`config.mk`:
```
export PLATFORM = sky130hd
export DESIGN_NAME = uart_rx_buffered
export DESIGN_NICKNAME = d
export VERILOG_FILES = /design/src/rtl/uart_pkg.sv /design/src/rtl/uart_rx_fifo.sv /design/src/rtl/uart_rx_buffered.sv
export SDC_FILE = /design/constraint.sdc
export NUM_CORES = 1
export LEC_CHECK = 0
export ABC_AREA = 1
export CORE_MARGIN = 3
export CORE_UTILIZATION = 58
export DETAILED_ROUTE_END_ITERATION = 8
export MAX_ROUTING_LAYER = met4
export PLACE_DENSITY = 0.77
export SETUP_SLACK_MARGIN = 0.15
export SLEW_MARGIN = 20
export SYNTH_ARGS = -nofsm -noshare
export SYNTH_HDL_FRONTEND = slang
export SYNTH_HIERARCHICAL = 1
export SYNTH_SLANG_ARGS = --single-unit
```
`constraint.sdc`:
```
create_clock -name i_Clock -period 3.1 [get_ports i_Clock]
set_input_delay 0.465 -clock i_Clock [delete_from_list [all_inputs] [get_ports i_Clock]]
set_output_delay 0.465 -clock i_Clock [all_outputs]
set_load 0.05 [all_outputs]
```
`src/rtl/uart_pkg.sv`:
```
// uart_pkg: definitions shared by the UART receive and transmit blocks.
//   rx_state_t     : receiver FSM state encoding
//   UART_DATA_BITS : data bits per frame
//   clog2()        : ceiling log2, used for counter and pointer widths
package uart_pkg;

   localparam int UART_DATA_BITS = 8;

   typedef enum logic [2:0] {
      IDLE   = 3'd0,
      START  = 3'd1,
      DATA   = 3'd2,
      PARITY = 3'd3,
      STOP   = 3'd4
   } rx_state_t;

   // ceil(log2(value)); returns 0 for value <= 1.
   function automatic int clog2(input int value);
      int r;
      r = 0;
      for (int v = value - 1; v > 0; v = v >> 1) r = r + 1;
      return r;
   endfunction

endpackage

```
`src/rtl/uart_rx_fifo.sv`:
```
// uart_rx_fifo: synchronous first-word-fall-through FIFO.
//   i_Clock, i_Reset : clock, synchronous active-high reset
//   i_Push, i_Data   : write request and data
//   i_Pop            : read request; ignored while empty
//   o_Data           : head entry (valid while not empty)
//   o_Full, o_Empty  : occupancy flags
//   o_Count          : number of stored entries (0..DEPTH)
// A push while full is dropped unless a pop happens in the same cycle;
// the caller is responsible for flagging the dropped entry.
module uart_rx_fifo
   import uart_pkg::*;
#(
   parameter int DEPTH = 4,
   parameter int WIDTH = 8
)
(
   input  logic                      i_Clock,
   input  logic                      i_Reset,
   input  logic                      i_Push,
   input  logic                      i_Pop,
   input  logic [WIDTH-1:0]          i_Data,
   output logic [WIDTH-1:0]          o_Data,
   output logic                      o_Full,
   output logic                      o_Empty,
   output logic [clog2(DEPTH):0]     o_Count
);

   localparam int PTR_W = clog2(DEPTH);

   logic [WIDTH-1:0] mem [DEPTH];
   logic [PTR_W-1:0] wr_ptr;
   logic [PTR_W-1:0] rd_ptr;
   logic [PTR_W:0]   count;
   logic             do_push;
   logic             do_pop;

   assign o_Empty = (count == '0);
   assign o_Full  = (count == (PTR_W+1)'(DEPTH));
   assign o_Count = count;
   assign o_Data  = mem[rd_ptr];

   // A same-cycle pop frees the head slot, so a push into a full FIFO
   // lands in the slot being vacated (wr_ptr == rd_ptr when full).
   assign do_pop  = i_Pop & ~o_Empty;
   assign do_push = i_Push & (~o_Full | do_pop);

   always_ff @(posedge i_Clock) begin
      if (i_Reset) begin
         wr_ptr <= '0;
         rd_ptr <= '0;
         count  <= '0;
         for (int i = 0; i < DEPTH; i++) mem[i] <= '0;
      end else begin
         if (do_push) begin
            mem[wr_ptr] <= i_Data;
            wr_ptr      <= wr_ptr + 1'b1;
         end
         if (do_pop) rd_ptr <= rd_ptr + 1'b1;
         case ({do_push, do_pop})
            2'b10:   count <= count + 1'b1;
            2'b01:   count <= count - 1'b1;
            default: count <= count;
         endcase
      end
   end

endmodule

```
`src/rtl/uart_rx_buffered.sv`:
```
// uart_rx_buffered: UART receiver with a FWFT receive FIFO.
//   i_Clock      : system clock
//   i_Reset      : synchronous active-high reset
//   i_RX_Serial  : asynchronous serial input, idles high
//   i_RX_Rd      : pop the head byte (only acts while o_RX_DV=1)
//   o_RX_DV      : FIFO not empty, o_RX_Byte valid
//   o_RX_Byte    : oldest unread byte
//   o_RX_Active  : frame reception in progress
//   o_Frame_Err  : 1-cycle pulse, stop bit sampled low
//   o_Overrun    : 1-cycle pulse, received byte dropped (FIFO full)
//   o_Parity_Err : 1-cycle pulse, even parity mismatch (UART_RX_PARITY_EN only)
// Build option: define UART_RX_PARITY_EN for 8E1 frames; default is 8N1.
module uart_rx_buffered
   import uart_pkg::*;
#(
   parameter int CLKS_PER_BIT = 217,
   parameter int FIFO_DEPTH   = 4
)
(
   input  logic       i_Clock,
   input  logic       i_Reset,
   input  logic       i_RX_Serial,
   input  logic       i_RX_Rd,
   output logic       o_RX_DV,
   output logic [7:0] o_RX_Byte,
   output logic       o_RX_Active,
   output logic       o_Frame_Err,
`ifdef UART_RX_PARITY_EN
   output logic       o_Parity_Err,
`endif
   output logic       o_Overrun
);

   localparam int CNT_W = clog2(CLKS_PER_BIT);
   localparam int IDX_W = clog2(UART_DATA_BITS);
   localparam logic [CNT_W-1:0] HALF_CNT = CNT_W'((CLKS_PER_BIT - 1) / 2);
   localparam logic [CNT_W-1:0] BIT_END  = CNT_W'(CLKS_PER_BIT - 1);
   localparam logic [IDX_W-1:0] LAST_IDX = IDX_W'(UART_DATA_BITS - 1);

   // synchronizer
   logic rx_meta;
   logic rx_s;

   // FSM
   rx_state_t                 state_q, state_d;
   logic [CNT_W-1:0]          cnt_q, cnt_d;
   logic [IDX_W-1:0]          idx_q, idx_d;
   logic [UART_DATA_BITS-1:0] shift_q, shift_d;
   logic                      push;
   logic                      frame_err_d, frame_err_q;
   logic                      overrun_d, overrun_q;
`ifdef UART_RX_PARITY_EN
   logic                      par_q, par_d;
   logic                      parity_err_d, parity_err_q;
`endif

   // FIFO
   logic                      fifo_full;
   logic                      fifo_empty;
   logic [clog2(FIFO_DEPTH):0] fifo_count;

   always_comb begin
      state_d     = state_q;
      cnt_d       = cnt_q;
      idx_d       = idx_q;
      shift_d     = shift_q;
      push        = 1'b0;
      frame_err_d = 1'b0;
`ifdef UART_RX_PARITY_EN
      par_d        = par_q;
      parity_err_d = 1'b0;
`endif
      case (state_q)
         IDLE: begin
            if (!rx_s) begin
               cnt_d   = '0;
               idx_d   = '0;
               state_d = START;
            end
         end
         // Re-check the start bit at its midpoint; a high line here was a glitch.
         START: begin
            if (cnt_q == HALF_CNT) begin
               if (!rx_s) begin
                  cnt_d   = '0;
                  state_d = DATA;
               end else begin
                  state_d = IDLE;
               end
            end else begin
               cnt_d = cnt_q + 1'b1;
            end
         end
         // Counter is aligned to the start-bit midpoint, so each full bit
         // period lands on the middle of the next bit. LSB arrives first.
         DATA: begin
            if (cnt_q == BIT_END) begin
               cnt_d   = '0;
               shift_d = {rx_s, shift_q[UART_DATA_BITS-1:1]};
               if (idx_q == LAST_IDX) begin
`ifdef UART_RX_PARITY_EN
                  state_d = PARITY;
`else
                  state_d = STOP;
`endif
               end else begin
                  idx_d = idx_q + 1'b1;
               end
            end else begin
               cnt_d = cnt_q + 1'b1;
            end
         end
`ifdef UART_RX_PARITY_EN
         PARITY: begin
            if (cnt_q == BIT_END) begin
               cnt_d   = '0;
               par_d   = rx_s;
               state_d = STOP;
            end else begin
               cnt_d = cnt_q + 1'b1;
            end
         end
`endif
         // A bad stop bit outranks a parity mismatch.
         STOP: begin
            if (cnt_q == BIT_END) begin
               cnt_d   = '0;
               state_d = IDLE;
               if (!rx_s) begin
                  frame_err_d = 1'b1;
`ifdef UART_RX_PARITY_EN
               end else if ((^shift_q) ^ par_q) begin
                  parity_err_d = 1'b1;
`endif
               end else begin
                  push = 1'b1;
               end
            end else begin
               cnt_d = cnt_q + 1'b1;
            end
         end
         default: state_d = IDLE;
      endcase
   end

   // Full implies not empty, so a same-cycle read always frees a slot.
   assign overrun_d = push & fifo_full & ~i_RX_Rd;

   always_ff @(posedge i_Clock) begin
      if (i_Reset) begin
         rx_meta      <= 1'b1;
         rx_s         <= 1'b1;
         state_q      <= IDLE;
         cnt_q        <= '0;
         idx_q        <= '0;
         shift_q      <= '0;
         frame_err_q  <= 1'b0;
         overrun_q    <= 1'b0;
`ifdef UART_RX_PARITY_EN
         par_q        <= 1'b0;
         parity_err_q <= 1'b0;
`endif
      end else begin
         rx_meta      <= i_RX_Serial;
         rx_s         <= rx_meta;
         state_q      <= state_d;
         cnt_q        <= cnt_d;
         idx_q        <= idx_d;
         shift_q      <= shift_d;
         frame_err_q  <= frame_err_d;
         overrun_q    <= overrun_d;
`ifdef UART_RX_PARITY_EN
         par_q        <= par_d;
         parity_err_q <= parity_err_d;
`endif
      end
   end

   uart_rx_fifo #(
      .DEPTH (FIFO_DEPTH),
      .WIDTH (UART_DATA_BITS)
   ) u_fifo (
      .i_Clock (i_Clock),
      .i_Reset (i_Reset),
      .i_Push  (push),
      .i_Pop   (i_RX_Rd),
      .i_Data  (shift_q),
      .o_Data  (o_RX_Byte),
      .o_Full  (fifo_full),
      .o_Empty (fifo_empty),
      .o_Count (fifo_count)
   );

   // Occupancy flags must agree with the count.
   always_ff @(posedge i_Clock) begin
      if (!i_Reset) assert (fifo_empty == (fifo_count == '0));
   end

   assign o_RX_DV      = ~fifo_empty;
   assign o_RX_Active  = (state_q != IDLE);
   assign o_Frame_Err  = frame_err_q;
   assign o_Overrun    = overrun_q;
`ifdef UART_RX_PARITY_EN
   assign o_Parity_Err = parity_err_q;
`endif

endmodule

```
Word level (Yosys, flattened, before mapping)
Memory sizes are Yosys's and may differ from the RTL's. A register that Yosys moved wholly into a read port is not among the register bits.
Index checks and enable logic that the tools add are counted.
{"block": "word_totals", "ff_bits": 33, "ramBits": 32, "inputBits": 4, "out_inout_bits": 12, "word_cells": 85, "n_memories": 1}
{"block": "classes", "n_addsub": 6, "n_eq_ne": 15, "mux": 30, "bitwise": 10, "reduce_logical": 12}
{"memory": "u_fifo.mem", "depth": 4, "width": 8, "rd": 1, "rd_ports_with_merged_regs": 1, "write_ports": 4, "line_no": "uart_rx_fifo.sv:30", "source": "logic [WIDTH-1:0] mem [DEPTH];"}
{"cell": "two-way mux 8 bit", "count": 4}
{"cell": "two-way mux 3 bit", "count": 8}
{"cell": "one-hot mux 8 bit (3 select lines)", "count": 1}
{"cell": "!= test 2 bit (second input constant)", "count": 6}
{"cell": "one-hot mux 3 bit (2 select lines)", "count": 2}
{"cell": "one-hot mux 3 bit (4 select lines)", "count": 1}
{"cell": "two-way mux 1 bit", "count": 10}
{"cell": "equality test 3 bit (second input constant)", "count": 3}
{"cell": "adder 8 x 1 -> 8 bit (second input constant)", "count": 1}
{"cell": "equality test 8 x 7 -> 1 bit (second input constant)", "count": 1}
{"cell": "equality test 8 bit (second input constant)", "count": 1}
{"cell": "two-way mux 2 bit", "count": 4}
{"cell": "OR reduction 8 bit", "count": 1}
{"cell": "adder 3 x 1 -> 3 bit (second input constant)", "count": 2}
{"cell": "zero test 3 bit", "count": 2}
{"cell": "nonzero test 3 bit", "count": 2}
{"cell": "NOT 1 bit", "count": 5}
{"cell": "AND reduction 5 bit", "count": 1}
{"cell": "adder 2 x 1 -> 2 bit (second input constant)", "count": 2}
{"cell": "AND 1 bit", "count": 4}
{"cell": "AND reduction 4 bit", "count": 1}
{"cell": "nonzero test 2 bit", "count": 2}
{"cell": "equality test 3 x 1 -> 1 bit (second input constant)", "count": 1}
{"cell": "equality test 3 x 2 -> 1 bit (second input constant)", "count": 1}
{"cell": "other kinds (7)", "count": 7}

Depth between registers and ports, before layout
Gate-level depths: netlist of run 1.
{"block": "depth", "word_depth": 10, "depth_mapped": 16, "depth_no_buf": 16}

Cells and area by module
Netlist of run 1, hierarchy kept.
{"module": "uart_rx_fifo", "n_inst": 1, "cells_each": 185, "area_each_um2": 1823.0, "seq_area_each_um2": 1141.1}
{"module": "uart_rx_buffered", "n_inst": 1, "cells_each": 204, "area_each_um2": 1440.1, "seq_area_each_um2": 520.5}

Worst setup path after synthesis of run 1
OpenSTA, ideal clock, no wires.
{"block": "synth_path", "kind": "register to register", "start": "register cnt_q[0]", "end": "memory u_fifo.mem[0][0], enable pin", "setup_time_ns": 0.384, "arrival_time_ns": 2.078, "required_time_ns": 2.716, "setup_slack_ns": 0.638, "path_stages_with_launch": 10, "n_path_buf": 0, "period_less_slack_ns": 2.462, "path_cell_list": "dfxtp_1 -> inv_1 -> ha_1 -> nand2_1 -> nor2_2 -> nand2_2 -> or2_4 -> nor2_1 -> nand4_2 -> o21ai_0"}
{"element": "from (decl)", "line_no": "uart_rx_buffered.sv:46", "source": "logic [CNT_W-1:0] cnt_q, cnt_d;"}
{"element": "from (signal assigned)", "line_no": "uart_rx_buffered.sv:167", "source": "cnt_q <= cnt_d;"}
{"element": "to (decl)", "line_no": "uart_rx_fifo.sv:30"}

==> run_results.csv, run 1 <==
group,metric,value,unit
yosys,syn_area,3263,µm²
setup_path,crit_path_end_kind,"primary output",
setup_path,crit_fanout,16,
pwr,p_leak,0.001479,µW
sta,fin_crit,2.685,ns
place,hpwl,4587,µm
clock_tree,cts_resized,0,
clock_tree,tritoncts,"yes",
finish,final_util,0.6982,
sta,rsz0062_at_grt,"no",
job,timing.max_cap.violations,0,
place,gp_congestion,0.9133,
pwr,peakVddDrop,0.6400,mV
yosys,ys_types,32,
sta,setup_viol,0,
yosys,synth-seq-cells,67,
finish,drive_above_1_share,0.1429,
finish,final_common_cell,"nand2_1",
setup_path,cpPeakStageDelay,0.82,ns
sta,worstMarginPinSlew,0.5218,ns
setup_path,critical_path_required,2.63,ns
detailed_routing,first_pass_iters,4,
pwr,clkPwrFrac,0.242,
global_route,antenna_found_initial,0,
pwr,p_comb_frac,0.346,
global_route,grt_start_max_net_pins,21,
global_route,grt_pass1_vias,2374,
detailed_routing,routed_via_density,5.200,
yosys,dominantRegCellSynth,"dfxtp_1",
clock_tree,cts_made_buffers,9,
yosys,syn_inst,389,
global_route,grt-ovfl-total,0,
finish,fill_cells,433,
pwr,power.internal,1589,µW
global_route,grt_pass1_wl,10730,µm
sta,max_freq,372.4,MHz
detailed_routing,ant_nets,0,
detailed_routing,drc_errors,0,
setup_path,crit_buf_inv,2,
detailed_routing,drt-total-wl,6245,µm
setup_path,path_cells,"inv_1 -> o21ai_0 -> o22ai_1 -> clkdlybuf4s50_1",
global_route,grt_usage,0.2210,
setup_path,critPathLaunchType,"flip-flop",
setup_path,critPathSlowestCell,"clkdlybuf4s50_1",
pwr,power.density,698.2,nW/µm²
clock_tree,path_clk_slew,0.07,ns
finish,regArea,1662,µm²
finish,layout_common_cells,"66 x nand2_1, 51 x nor2_1, 48 x inv_1",
floorplan,die_h,81.01,µm
detailed_routing,drt_iter0_markers,106,
pwr,switching_power,980.7,µW
finish,multi_input_area,1351,µm²
min_path,holdCritPathClass,"flip-flop to flip-flop",
sta,hold_violations,0,
setup_path,crit_family,"buffers and inverters",
sta,finalMaxSlewViolations,0,
clock_tree,cts_setup_buffers,0,
place,portBuffers,15,
detailed_routing,avgRoutedWirePerCell,12.74,µm
finish,diodes,0,
yosys,synth_fp_nets,399,
sta,fin_crit_sh,0.8663,
clock_tree,holdBufCountCts,0,
floorplan,io-pin-count,16,
yosys,yosysSeqAreaShare,0.5092,
yosys,synth_top_area_cell,"edfxtp_1",
yosys,yosys-top-cells-area,"edfxtp_1 29%, dfxtp_1 21%, nand2_1 7.6%",
yosys,yosys_warnings,6,
yosys,yosysTopAreaCellShare,0.2945,
floorplan,dieWidth,81.01,µm
clock_tree,clock_latency,0.34,ns
finish,syn_to_final_growth,12.77,%
clock_tree,cts_sinks,67,
yosys,synth_edf_count,32,
setup_path,crit_type,"flip-flop to primary output",
clock_tree,cts_buffer_depth,2,
yosys,synth.avg_cell_area,8.389,µm²
floorplan,start_util,0.6192,
detailed_routing,num_vias,2548,
yosys,synth-async-reset-ratio,0,
floorplan,die-area,6562,µm²
pwr,sequentialPowerShare,0.412,
pwr,switching_share,0.3817,
floorplan,rows,26,
clock_tree,h-tree-depth,3,
sta,maxSlewHeadroom,0.6510,
finish,final_nets,425,
sta,tns,0,ns
outcome,status,"finished clean",
setup_path,critPathArrivalTime,2.22,ns
sta,finalClockSkew,0.004755,ns
clock_tree,clock-root-buffer,"clkbuf_8",
floorplan,fp.coreArea,5270,µm²
==> Yosys cell counts (3+ instances only) <==
master,instances
a21oi_1,26
dfxtp_1,35
edfxtp_1,32
ha_1,5
inv_1,48
inv_2,8
nand2_1,66
nand2_2,13
nand2_4,3
nand3_1,23
nand3_2,5
nand4_1,3
nor2_1,51
nor2_2,3
nor3_1,10
o21ai_0,30
o22ai_1,8
==> sequential cells by signal, indices dropped and copies added (netlist names), named ones only <==
signal	cells
u_fifo/rd_ptr	2
shift_q	8
u_fifo/wr_ptr	2
cnt_q	8
rx_meta	1
state_q	3
u_fifo/mem	32
o_Overrun	1
idx_q	3
u_fifo/o_Count	3
o_Frame_Err	1
rx_s	1
==> path summary, 6_finish.rpt <==
kind	start	slack, ns	cells after the start	to
max	flip-flop	0.41	4	o_RX_Byte[6]
min reg2reg	rx_meta	0.41	1	rx_s
max reg2reg	cnt_q[0]	0.66	12	u_fifo/o_Count[1]
min	rx_meta	0.41	1	rx_s
==> stage by stage <==
step                      total power, µW  setup slack [ns]  hold WS (ns)  cells  area, µm²
after global routing                 2731            0.2387        0.4319    490       3680
final                                2569            0.4145        0.4115    490       3680
after CTS                            2584            0.3784        0.4133    490       3680
after global placement               1946            0.7482        0.3921    474       3510
after detailed placement             1968            0.6797        0.3966    474       3510
after floorplan                      1765            0.6378        0.3895    389       3263
==> final cells by class <==
type                       count  share of cell area
clock inverter                 5            0.007820
clock buffer                  11             0.03842
tap                           70             0.02380
multi-input combinational    259              0.3672
sequential                    67              0.4515
timing repair buffer          21             0.05304
inverter                      57             0.05814
==> layer usage <==
layer | routed length, µm | share of wire | global-route usage | vias to the layer above
met3 | 200 | 0.032 | 0.04102 | 12
met5 | 0 | 0 | - | -
met1 | 2845 | 0.46 | 0.2565 | 1155
met2 | 3083 | 0.49 | 0.3744 | 51
met4 | 115 | 0.018 | 0.09628 | 0
li1 | - | - | - | 1330
==> cell families (layout without fill, tap and decap cells) <==
logic type      after synthesis  count (layout)  synth area share
fa+ha+maj                     6               6           0.02531
flops                        67              67            0.5092
xor+xnor                      2               2          0.005369
buf+inv                      63              94           0.07669
compound gates               66              66            0.1051
simple gates                185             185            0.2784
==> power groups by stage <==
stage / Sequential (µW) / Combinational, µW / Clock [µW]
after global routing: 1070 / 988 / 675
final: 1060 / 890 / 622
after floorplan: 1060 / 703 / 0
after global placement: 1070 / 872 / 0
after detailed placement: 1080 / 890 / 0
after CTS: 1060 / 894 / 632
Note: power is estimated with default switching activity, not from simulation.
==> run 2, diff against run 1 <==
--- a/config.mk
+++ b/config.mk
@@ -17,3 +17,4 @@
 export SYNTH_HDL_FRONTEND = slang
 export SYNTH_HIERARCHICAL = 1
 export SYNTH_SLANG_ARGS = --single-unit
+export TNS_END_PERCENT = 1
==> results of run 2 <==
Same layout as run 1: the final DEF is identical, and so are final timing and power.
